--- config.mk ---
export PLATFORM = sky130hd
export DESIGN_NAME = uart_rx_fifo
export DESIGN_NICKNAME = d
export VERILOG_FILES = /design/src/rtl/uart_rx_fifo.sv
export SDC_FILE = /design/constraint.sdc
export NUM_CORES = 1
export LEC_CHECK = 0
export CAP_MARGIN = 15
export CORE_MARGIN = 4
export CORE_UTILIZATION = 43
export CTS_BUF_LIST = sky130_fd_sc_hd__clkbuf_8
export DETAILED_ROUTE_END_ITERATION = 8
export HOLD_SLACK_MARGIN = 0.08
export PLACE_DENSITY_LB_ADDON = 0.3
export SYNTH_ARGS = -nofsm -noshare
export SYNTH_HDL_FRONTEND = slang
export SYNTH_SLANG_ARGS = --single-unit
export TNS_END_PERCENT = 50
--- constraint.sdc ---
create_clock -name clk -period 6.85 [get_ports clk]
set_clock_uncertainty 0.05 [all_clocks]
set_input_delay 1.7125 -clock clk [delete_from_list [all_inputs] [get_ports clk]]
set_output_delay 1.7125 -clock clk [all_outputs]
set_load 0.005 [all_outputs]
--- src/rtl/uart_rx_fifo.sv ---
// Receive byte buffer between uart_rx and the monitor: edge-captures completed bytes,
// drops errored ones, exposes a first-word-fall-through pop port and drives active-low CTS.
module uart_rx_fifo #(
    parameter int DATA_BITS    = 8,
    parameter int DEPTH        = 16,
    parameter int CTS_HEADROOM = 4
) (
    input  logic                     clk,
    input  logic                     reset_n,
    input  logic                     clear,
    input  logic [DATA_BITS-1:0]     rx_byte,
    input  logic                     rx_done,
    input  logic                     rx_error,
    input  logic                     rd_en,
    output logic [DATA_BITS-1:0]     rd_data,
    output logic                     rd_valid,
    output logic [$clog2(DEPTH):0]   level,
    output logic                     cts,
    output logic                     overflow,
    output logic [7:0]               err_count
);
    localparam int AW = $clog2(DEPTH);
    localparam int LW = AW + 1;
    localparam logic [LW-1:0] FULL   = LW'(DEPTH);
    localparam logic [LW-1:0] THRESH = LW'(DEPTH - CTS_HEADROOM);

    logic [DATA_BITS-1:0] r_mem [DEPTH];
    logic [AW-1:0]        r_wr_ptr, r_rd_ptr;
    logic [LW-1:0]        r_level;
    logic                 r_done_q, r_cts, r_overflow;
    logic [7:0]           r_err_count;

    logic                 w_evt, w_pop, w_push_req, w_push, w_err_evt;
    logic [LW-1:0]        w_level_next;

    assign w_evt      = rx_done & ~r_done_q;
    assign w_err_evt  = w_evt & rx_error;
    assign w_push_req = w_evt & ~rx_error;
    assign w_pop      = rd_en & (r_level != '0);
    // A pop in the same cycle frees the slot, so a full FIFO can still accept.
    assign w_push     = w_push_req & ((r_level != FULL) | w_pop);

    always_comb begin
        w_level_next = r_level;
        case ({w_push, w_pop})
            2'b10:   w_level_next = r_level + LW'(1);
            2'b01:   w_level_next = r_level - LW'(1);
            default: w_level_next = r_level;
        endcase
    end

    // done_q and cts come out of reset high: no false capture, controller held off.
    always_ff @(posedge clk or negedge reset_n) begin
        if (!reset_n) begin
            r_done_q    <= 1'b1;
            r_wr_ptr    <= '0;
            r_rd_ptr    <= '0;
            r_level     <= '0;
            r_cts       <= 1'b1;
            r_overflow  <= 1'b0;
            r_err_count <= '0;
        end else begin
            r_done_q <= rx_done;
            r_level  <= w_level_next;
            r_cts    <= (w_level_next >= THRESH);
            if (w_push) r_wr_ptr <= r_wr_ptr + AW'(1);
            if (w_pop)  r_rd_ptr <= r_rd_ptr + AW'(1);
            if (clear) begin
                r_overflow  <= 1'b0;
                r_err_count <= '0;
            end else begin
                if (w_push_req && !w_push)              r_overflow  <= 1'b1;
                if (w_err_evt && r_err_count != 8'hFF) r_err_count <= r_err_count + 8'd1;
            end
        end
    end

    always_ff @(posedge clk) begin
        if (w_push) r_mem[r_wr_ptr] <= rx_byte;
    end

    assign rd_data   = r_mem[r_rd_ptr];
    assign rd_valid  = (r_level != '0);
    assign level     = r_level;
    assign cts       = r_cts;
    assign overflow  = r_overflow;
    assign err_count = r_err_count;
endmodule

# Yosys cells after proc, flatten, opt, wreduce, memory -nomap -nowiden
# Memories as Yosys holds them, arrays and structs flattened.
# Index checks and enable logic that the tools add are counted.
# classes
n_reduce_logical	6
eq_ne	4
mux	7
magnitude_cmp	1
addsub	5
n_bitwise	8
# ops
op	n
$mux 8	2
$pmux 5 s2	1
$add 4x1->4 const B	2
$add 8x1->8 const B	1
$ne 8x8->1 const B	1
$add 5x1->5 const B	1
$and 1x1->1	5
$ge 5x4->1 const B	1
$ne 5x5->1 const B	1
$reduce_bool 5->1	1
$sub 5x1->5 const B	1
$mux 1	4
$reduce_bool 2->1	2
$eq 2x1->1 const B	1
$eq 2x2->1 const B	1
$logic_and 1x1->1	2
$not 1->1	2
$logic_not 1->1	1
$or 1x1->1	1
# totals
word_cells	39
register_bits	24
out_inout_bits	24
memories	1
ramBits	128
inputBits	14
# mem_list
name	words	width	read_ports	rd_clocked_by_memory_dff	write_ports	line_no	rtl
r_mem	16	8	1	0	1	27	logic [DATA_BITS-1:0] r_mem [DEPTH];

# Logic depth before layout (Yosys ltp)
# Gate-level depths: netlist of run 1.
# logic_depth
word_depth	8
mapped_depth	10
ltp_nobuf	10

# Worst setup path after synthesis of run 1
# Ideal clock, no wire load.
# synth_path
kind	in2reg
start	in rx_error
end	reg r_level[4] (netlist: level[4])
t_required_ns	6.678
setup_slack_ns	3.140
path_buffers	0
setup_ns	0.122
t_arrival_ns	3.538
path_stages	9
cell_sequence	nor3b_1 -> o21a_1 -> inv_2 -> ha_1 -> ha_1 -> nor2b_1 -> or4_1 -> nand4_1 -> nand2_1
# synth_via
elab_chain_len	5
word_cells_on_any_way	6
cone_classes	eq/ne: 2; mux: 1; bitwise: 3
# synth_lines
element	line_no	rtl
start: declaration	13	input logic rx_error,
$not 1->1 *	38	assign w_push_req = w_evt & ~rx_error;
$and 1x1->1 *	38	
$and 1x1->1 *	41	assign w_push = w_push_req & ((r_level != FULL) | w_pop);
$eq 2x1->1 / $eq 2x2->1 (equally long branches)	45	case ({w_push, w_pop})
$pmux 5 s2 *	45	
net w_level_next[4]	34	logic [LW-1:0] w_level_next;
end signal: assignment	64	r_level <= w_level_next;
end: declaration	29	logic [LW-1:0] r_level;
# Mark *: on every way through the listed nets, which the timed path passes. The rest lies on a longest branch.
# A chain may end at the register's enable or synchronous reset.

# Final worst setup path of run 1
# layout_path
start	reg r_rd_ptr[0]
end	out rd_data[4]
# layout_via
elab_chain_len	1
# layout_lines
element	line_no	rtl
start: declaration	28	logic [AW-1:0] r_wr_ptr, r_rd_ptr;
start signal: assignment	67	if (w_pop) r_rd_ptr <= r_rd_ptr + AW'(1);
$mem_v2 16x8	n/a	
end: declaration	15	output logic [DATA_BITS-1:0] rd_data,
# Every way passes these cells.

==> flow_metrics.tcl, run 1 <==
set metrics [dict create \
    async_reset_ff_frac 0.158 \
    die_area_mm2 0.0166 \
    cp_cell_sequence "buf_4, mux4_2, a22oi_1, nand2_1, clkdlybuf4s50_1" \
    clock-sinks 152 \
    mostFrequentLayoutCells "edfxtp_1, clkdlybuf4s50_1, mux4_2" \
    drive_above_1_share 0.218 \
    critPathBufInv 2 \
    synth_top_area_frac 0.611 \
    critical-path-top-delay-family "buffers and inverters" \
    hp-class "register to register" \
    mostFrequentLayoutCell "edfxtp_1" \
    path_clk_slew_ns 0.09 \
    cts_tree "built" \
    grt_overflow_total 0 \
    cts_setup_buffers 0 \
    nets 420 \
    utilization 0.516 \
    post-route-cell-area_mm2 0.00728 \
    p_leak_nw 2.44 \
    dpl.hpwl_um 7720 \
    setup_viol 0 \
    yosysTopAreaCell "edfxtp_1" \
    yosysWarnings 0 \
    nFillCells 1131 \
    via_count 3339 \
    synth.yosys.seq_area_share 0.707 \
    fmax_ghz 0.217 \
    seqCellArea_mm2 0.00445 \
    r2r.worst_path.cells 10 \
    min_path_cells 1 \
    io_buffers 37 \
    cts-htree-levels 4 \
    totalWireLength_um 12400 \
    cp.required_ns 5.09 \
    cp.depth 5 \
    grt_pass1_wl_um 19500 \
    grt.total_usage 0.160 \
    diodes 0 \
    multi_input_area_mm2 0.00179 \
    drc 0 \
    peakVddDrop_uv 272 \
    min_period_ns 4.61 \
    setup_ws_ns 2.24 \
    dpl-instance-area_mm2 0.00690 \
    p_switching_mw 0.840 \
    wl_per_cell_um 21.1 \
    synth-edff-count 128 \
    syn_nets 374 \
    row_count 43 \
    slowest_delay_ns 0.60 \
    gp_congestion 0.839 \
    status "completed" \
    ys_top_cells_by_area "edfxtp_1, mux4_2, dfrtp_1, ha_1, a22oi_1" \
    clock_path_buffers 2 \
    p_sw_frac 0.323 \
    setup_tns_ns 0 \
    ios 38 \
    power_frac_comb 0.297 \
    core_mm2 0.0141 \
    fp.dieW_um 129 \
    rsz0062_at_grt "no" \
    cts-buffers-inserted 17 \
    power.total_mw 2.60 \
    p_int_mw 1.76 \
    cts_root_buffer "clkbuf_8" \
    die_height_um 129 \
    tightest_slew_ns 0.919 \
    period_share 0.673 \
    p_clk_frac 0.245 \
    critPathSlowestCell "mux4_2" \
    cts_resized 0 \
    powerDensity_mw_per_mm2 357 \
    grt_max_degree 36 \
    netlist_area_mm2 0.00629 \
    via_per_inst 5.68 \
    ys_ff_latch 152 \
    crit_fanout 32 \
    hold_violations 0 \
    drtAntennaViolNets 0 \
    netlist_instances 349 \
    relSlewSlack 0.385 \
    antenna_found_initial 0 \
    first_pass_iters 5 \
    synth.distinct_cells 48 \
    crit_type "register to output pin" \
    area_growth_pct 15.8 \
    clkLatencyLatePin_ns 0.45 \
    final-max-slew-violation-count 0 \
    pre_cts_ws_ns 2.06 \
    end_kind "output pin" \
    grt_pass1_vias 3426 \
    hold_buffers 0 \
    avgSynthCellArea_um2 18.0 \
    drtIter0Drc 278 \
    initial_core_util 0.446 \
    cp.arrival_ns 2.85 \
    max-cap-violations 0 \
    yosys_most_used_dff "edfxtp_1" \
    seqPwrFrac 0.458 \
    crit_path_start_kind "register" \
]
## cell type report
class	count	area share
flip-flops and latches	152	0.611
multi-input cells	174	0.245
repair buffers	43	0.0581
clock buffers	17	0.0321
well taps	180	0.0309
clock inverters	15	0.0186
inverters	7	0.00361
## synth_stat cells, types with 6 or more instances
| library cell | instances |
|---|---|
| mux4_2 | 32 |
| nor2_1 | 10 |
| edfxtp_1 | 128 |
| dfrtp_1 | 22 |
| nor3b_1 | 7 |
| nand4_1 | 6 |
| a22oi_1 | 16 |
| inv_1 | 6 |
| xnor2_1 | 8 |
| ha_1 | 10 |
| nand2_1 | 17 |
| clkbuf_1 | 9 |
## path summary, 6_finish.rpt
kind,start,endpoint,slack (ns)
min,r_rd_ptr[0],r_rd_ptr[0],0.45
max in group asynchronous,reset_n,cts,4.60
min reg2reg,r_rd_ptr[0],r_rd_ptr[0],0.45
min in group asynchronous,reset_n,err_count[6],1.57
max reg2reg,level[0],cts,3.55
max,r_rd_ptr[0],rd_data[4],2.24
## stage by stage
step / hold slack (ns) / instances
detailed placement: 0.446 / 555
CTS: 0.458 / 587
floorplan: 0.436 / 349
global placement: 0.434 / 555
finish: 0.454 / 588
global route: 0.484 / 588
## metal layers
layer,global-route usage,vias to the layer above,share of wire
li1,-,1499,-
met1,0.214,1723,0.44
met2,0.258,102,0.49
met3,0.0469,15,0.055
met4,0.0445,0,0.011
met5,0,-,0
## worst reg2reg max path, stage by stage (launching register included)
cell     delay [ns]
dfrtp_1        0.46
or4_4          0.58
o21a_1         0.34
inv_2          0.19
ha_1           0.36
inv_1          0.13
fa_1           0.41
nor2b_1        0.20
o22ai_1        0.14
mux2i_1        0.24
nand4_1        0.13
## power groups by stage
stage | Sequential, mW | Clock [mW] | Combinational [mW]
after floorplan | 1.13 | 0 | 0.554
after global placement | 1.21 | 0 | 0.770
after detailed placement | 1.21 | 0 | 0.784
after CTS | 1.19 | 0.652 | 0.789
after global routing | 1.20 | 0.688 | 0.851
final | 1.19 | 0.639 | 0.772
## logic make-up (layout without fill, tap and decap cells)
family	after synthesis	count (layout)	share of synthesized area
flip-flops	152	152	0.707
AND/OR/NAND/NOR	78	78	0.0740
multiplexers	37	37	0.123
AO/OA/AOI/OAI	35	35	0.0390
buffers and inverters	23	82	0.0157
XOR/XNOR	13	13	0.0181
adder cells (fa/ha/maj)	11	11	0.0231
## sequential cells by signal, indices dropped and copies added, names as in the netlist
name	count
cts	1
err_count	8
level	5
overflow	1
r_done_q	1
r_mem	128
r_rd_ptr	4
r_wr_ptr	4
No activity file was read; power rests on OpenSTA's default activity.
==> run 2, diff against run 1 <==
Clock period 6.85 ns to 4.1 ns, I/O delays scaled along.
==> run 2 against run 1 <==
Via count down 2.1%. Wire length down 0.65%. Combinational power up 75%. Critical path depth unchanged. Critical endpoint is now rd_data[3].
==> flow_metrics.tcl, run 2 (synthesized netlist as in run 1, its figures left out) <==
set metrics [dict create \
    final-max-slew-violation-count 0 \
    crit_type "register to output pin" \
    tightest_slew_ns 0.886 \
    clock_path_buffers 2 \
    dpl-instance-area_mm2 0.00695 \
    crit_fanout 21 \
    p_leak_nw 2.53 \
    initial_core_util 0.446 \
    clock-sinks 152 \
    hold_buffers 0 \
    cts_resized 0 \
    die_area_mm2 0.0166 \
    path_clk_slew_ns 0.08 \
    top_register "r_mem" \
    pre_cts_ws_ns 0.376 \
    utilization 0.524 \
    critPathBufInv 2 \
    area_growth_pct 17.5 \
    cts_root_buffer "clkbuf_8" \
    first_pass_iters 4 \
    hold_violations 0 \
    totalWireLength_um 12300 \
    nets 427 \
    grt_overflow_total 0 \
    slowest_delay_ns 0.71 \
    via_per_inst 5.49 \
    cts-htree-levels 4 \
    core_mm2 0.0141 \
    hp-class "register to register" \
    grt.total_usage 0.162 \
    drive_above_1_share 0.214 \
    cp.required_ns 3.02 \
    seqCellArea_mm2 0.00445 \
    dpl.hpwl_um 7700 \
    clkLatencyLatePin_ns 0.44 \
    critical-path-top-delay-family "buffers and inverters" \
    gp_congestion 0.843 \
    antenna_found_initial 0 \
    wl_per_cell_um 20.8 \
    maxUsedRoutingLayer "met4" \
    grt_pass1_vias 3489 \
    end_kind "output pin" \
    ios 38 \
    rsz0062_at_grt "no" \
    mostFrequentLayoutCell "edfxtp_1" \
    grt_max_degree 36 \
    drc 0 \
    mostFrequentLayoutCells "edfxtp_1, clkdlybuf4s50_1, mux4_2" \
    met1_length_um 5640 \
    max-cap-violations 0 \
    setup_tns_ns 0 \
    die_height_um 129 \
    diodes 0 \
    nFillCells 1149 \
    route.met3.wl_um 505 \
    post-route-cell-area_mm2 0.00739 \
    period_share 0.951 \
    dp.cells 563 \
    drtAntennaViolNets 0 \
    cts_tree "built" \
    fin_cells 595 \
    row_count 43 \
    min_period_ns 3.90 \
    critPathSlowestCell "dfrtp_2" \
    powerDensity_mw_per_mm2 613 \
    cp.arrival_ns 2.82 \
    fp.dieW_um 129 \
    setup_viol 0 \
    relSlewSlack 0.407 \
    via_count 3269 \
    multi_input_area_mm2 0.00177 \
    cp_cell_sequence "buf_12, mux4_2, a22oi_1, nand2_1, clkdlybuf4s50_1" \
    grt_pass1_wl_um 19800 \
    fmax_ghz 0.257 \
    setup_ws_ns 0.202 \
    status "completed" \
    wl_met2_um 5940 \
    drtIter0Drc 292 \
    io_buffers 37 \
    cts-buffers-inserted 17 \
    crit_path_start_kind "register" \
    cts_setup_buffers 0 \
    peakVddDrop_uv 303 \
    largest_reg_flops 128 \
]
==> run 2: changes by cell type in the layout (fill, tap and decap cells not counted), moves of 2 or more <==
cell	delta
clkinvlp_4	-3
inv_8	-2
inv_6	-7
inv_1	+2
nor3b_1	+4
clkinv_2	+4
bufinv_16	+4
clkbuf_8	+4
buf_4	+7
nor3b_2	-4
==> run 2: routing by layer <==
metal,global-route usage,vias up
met2,0.250,84
met1,0.224,1659
met4,0.0667,0
li1,-,1507
met3,0.0374,19
met5,0,-
==> run 2: worst min-delay path, delay by kind of cell (launching register included) <==
family	cells	cell delay (ns)
AND/OR/NAND/NOR	1	0.08
flip-flops	1	0.35
AO/OA/AOI/OAI	1	0.04
==> run 2: through the flow <==
stage                     hold slack [ns]  power [mW]
final                               0.454        4.53
after global routing                0.518        4.79
after CTS                           0.467        4.59
after detailed placement            0.444        3.35
after global placement              0.441        3.32
after floorplan                     0.436        2.82
==> run 2: area by class of cell <==
class                           instances  area share
Tap cell                              180      0.0305
Clock buffer                           21      0.0391
Multi-Input combinational cell        174       0.239
Inverter                                7     0.00356
Sequential cell                       152       0.602
Clock inverter                         11      0.0205
Timing Repair Buffer                   50      0.0650
==> run 2: path summary, 6_finish.rpt <==
| kind | start | endpoint | slack, ns | depth (start not counted) |
|---|---|---|---|---|
| max | r_rd_ptr[0] | rd_data[3] | 0.20 | 5 |
| min | overflow | overflow | 0.45 | 2 |
| max reg2reg | level[1] | cts | 1.05 | 10 |
| min reg2reg | overflow | overflow | 0.45 | 2 |
| max in group asynchronous | reset_n | cts | 2.25 | 2 |
| min in group asynchronous | reset_n | err_count[7] | 1.03 | 1 |
==> run 2: where the power goes <==
| group | switching [mW] | total [mW] | internal, mW |
|---|---|---|---|
| logic | 0.613 | 1.35 | 0.734 |
| clock network | 0.513 | 1.23 | 0.718 |
| registers | 0.164 | 1.95 | 1.78 |
| total | 1.29 | 4.53 | 3.24 |
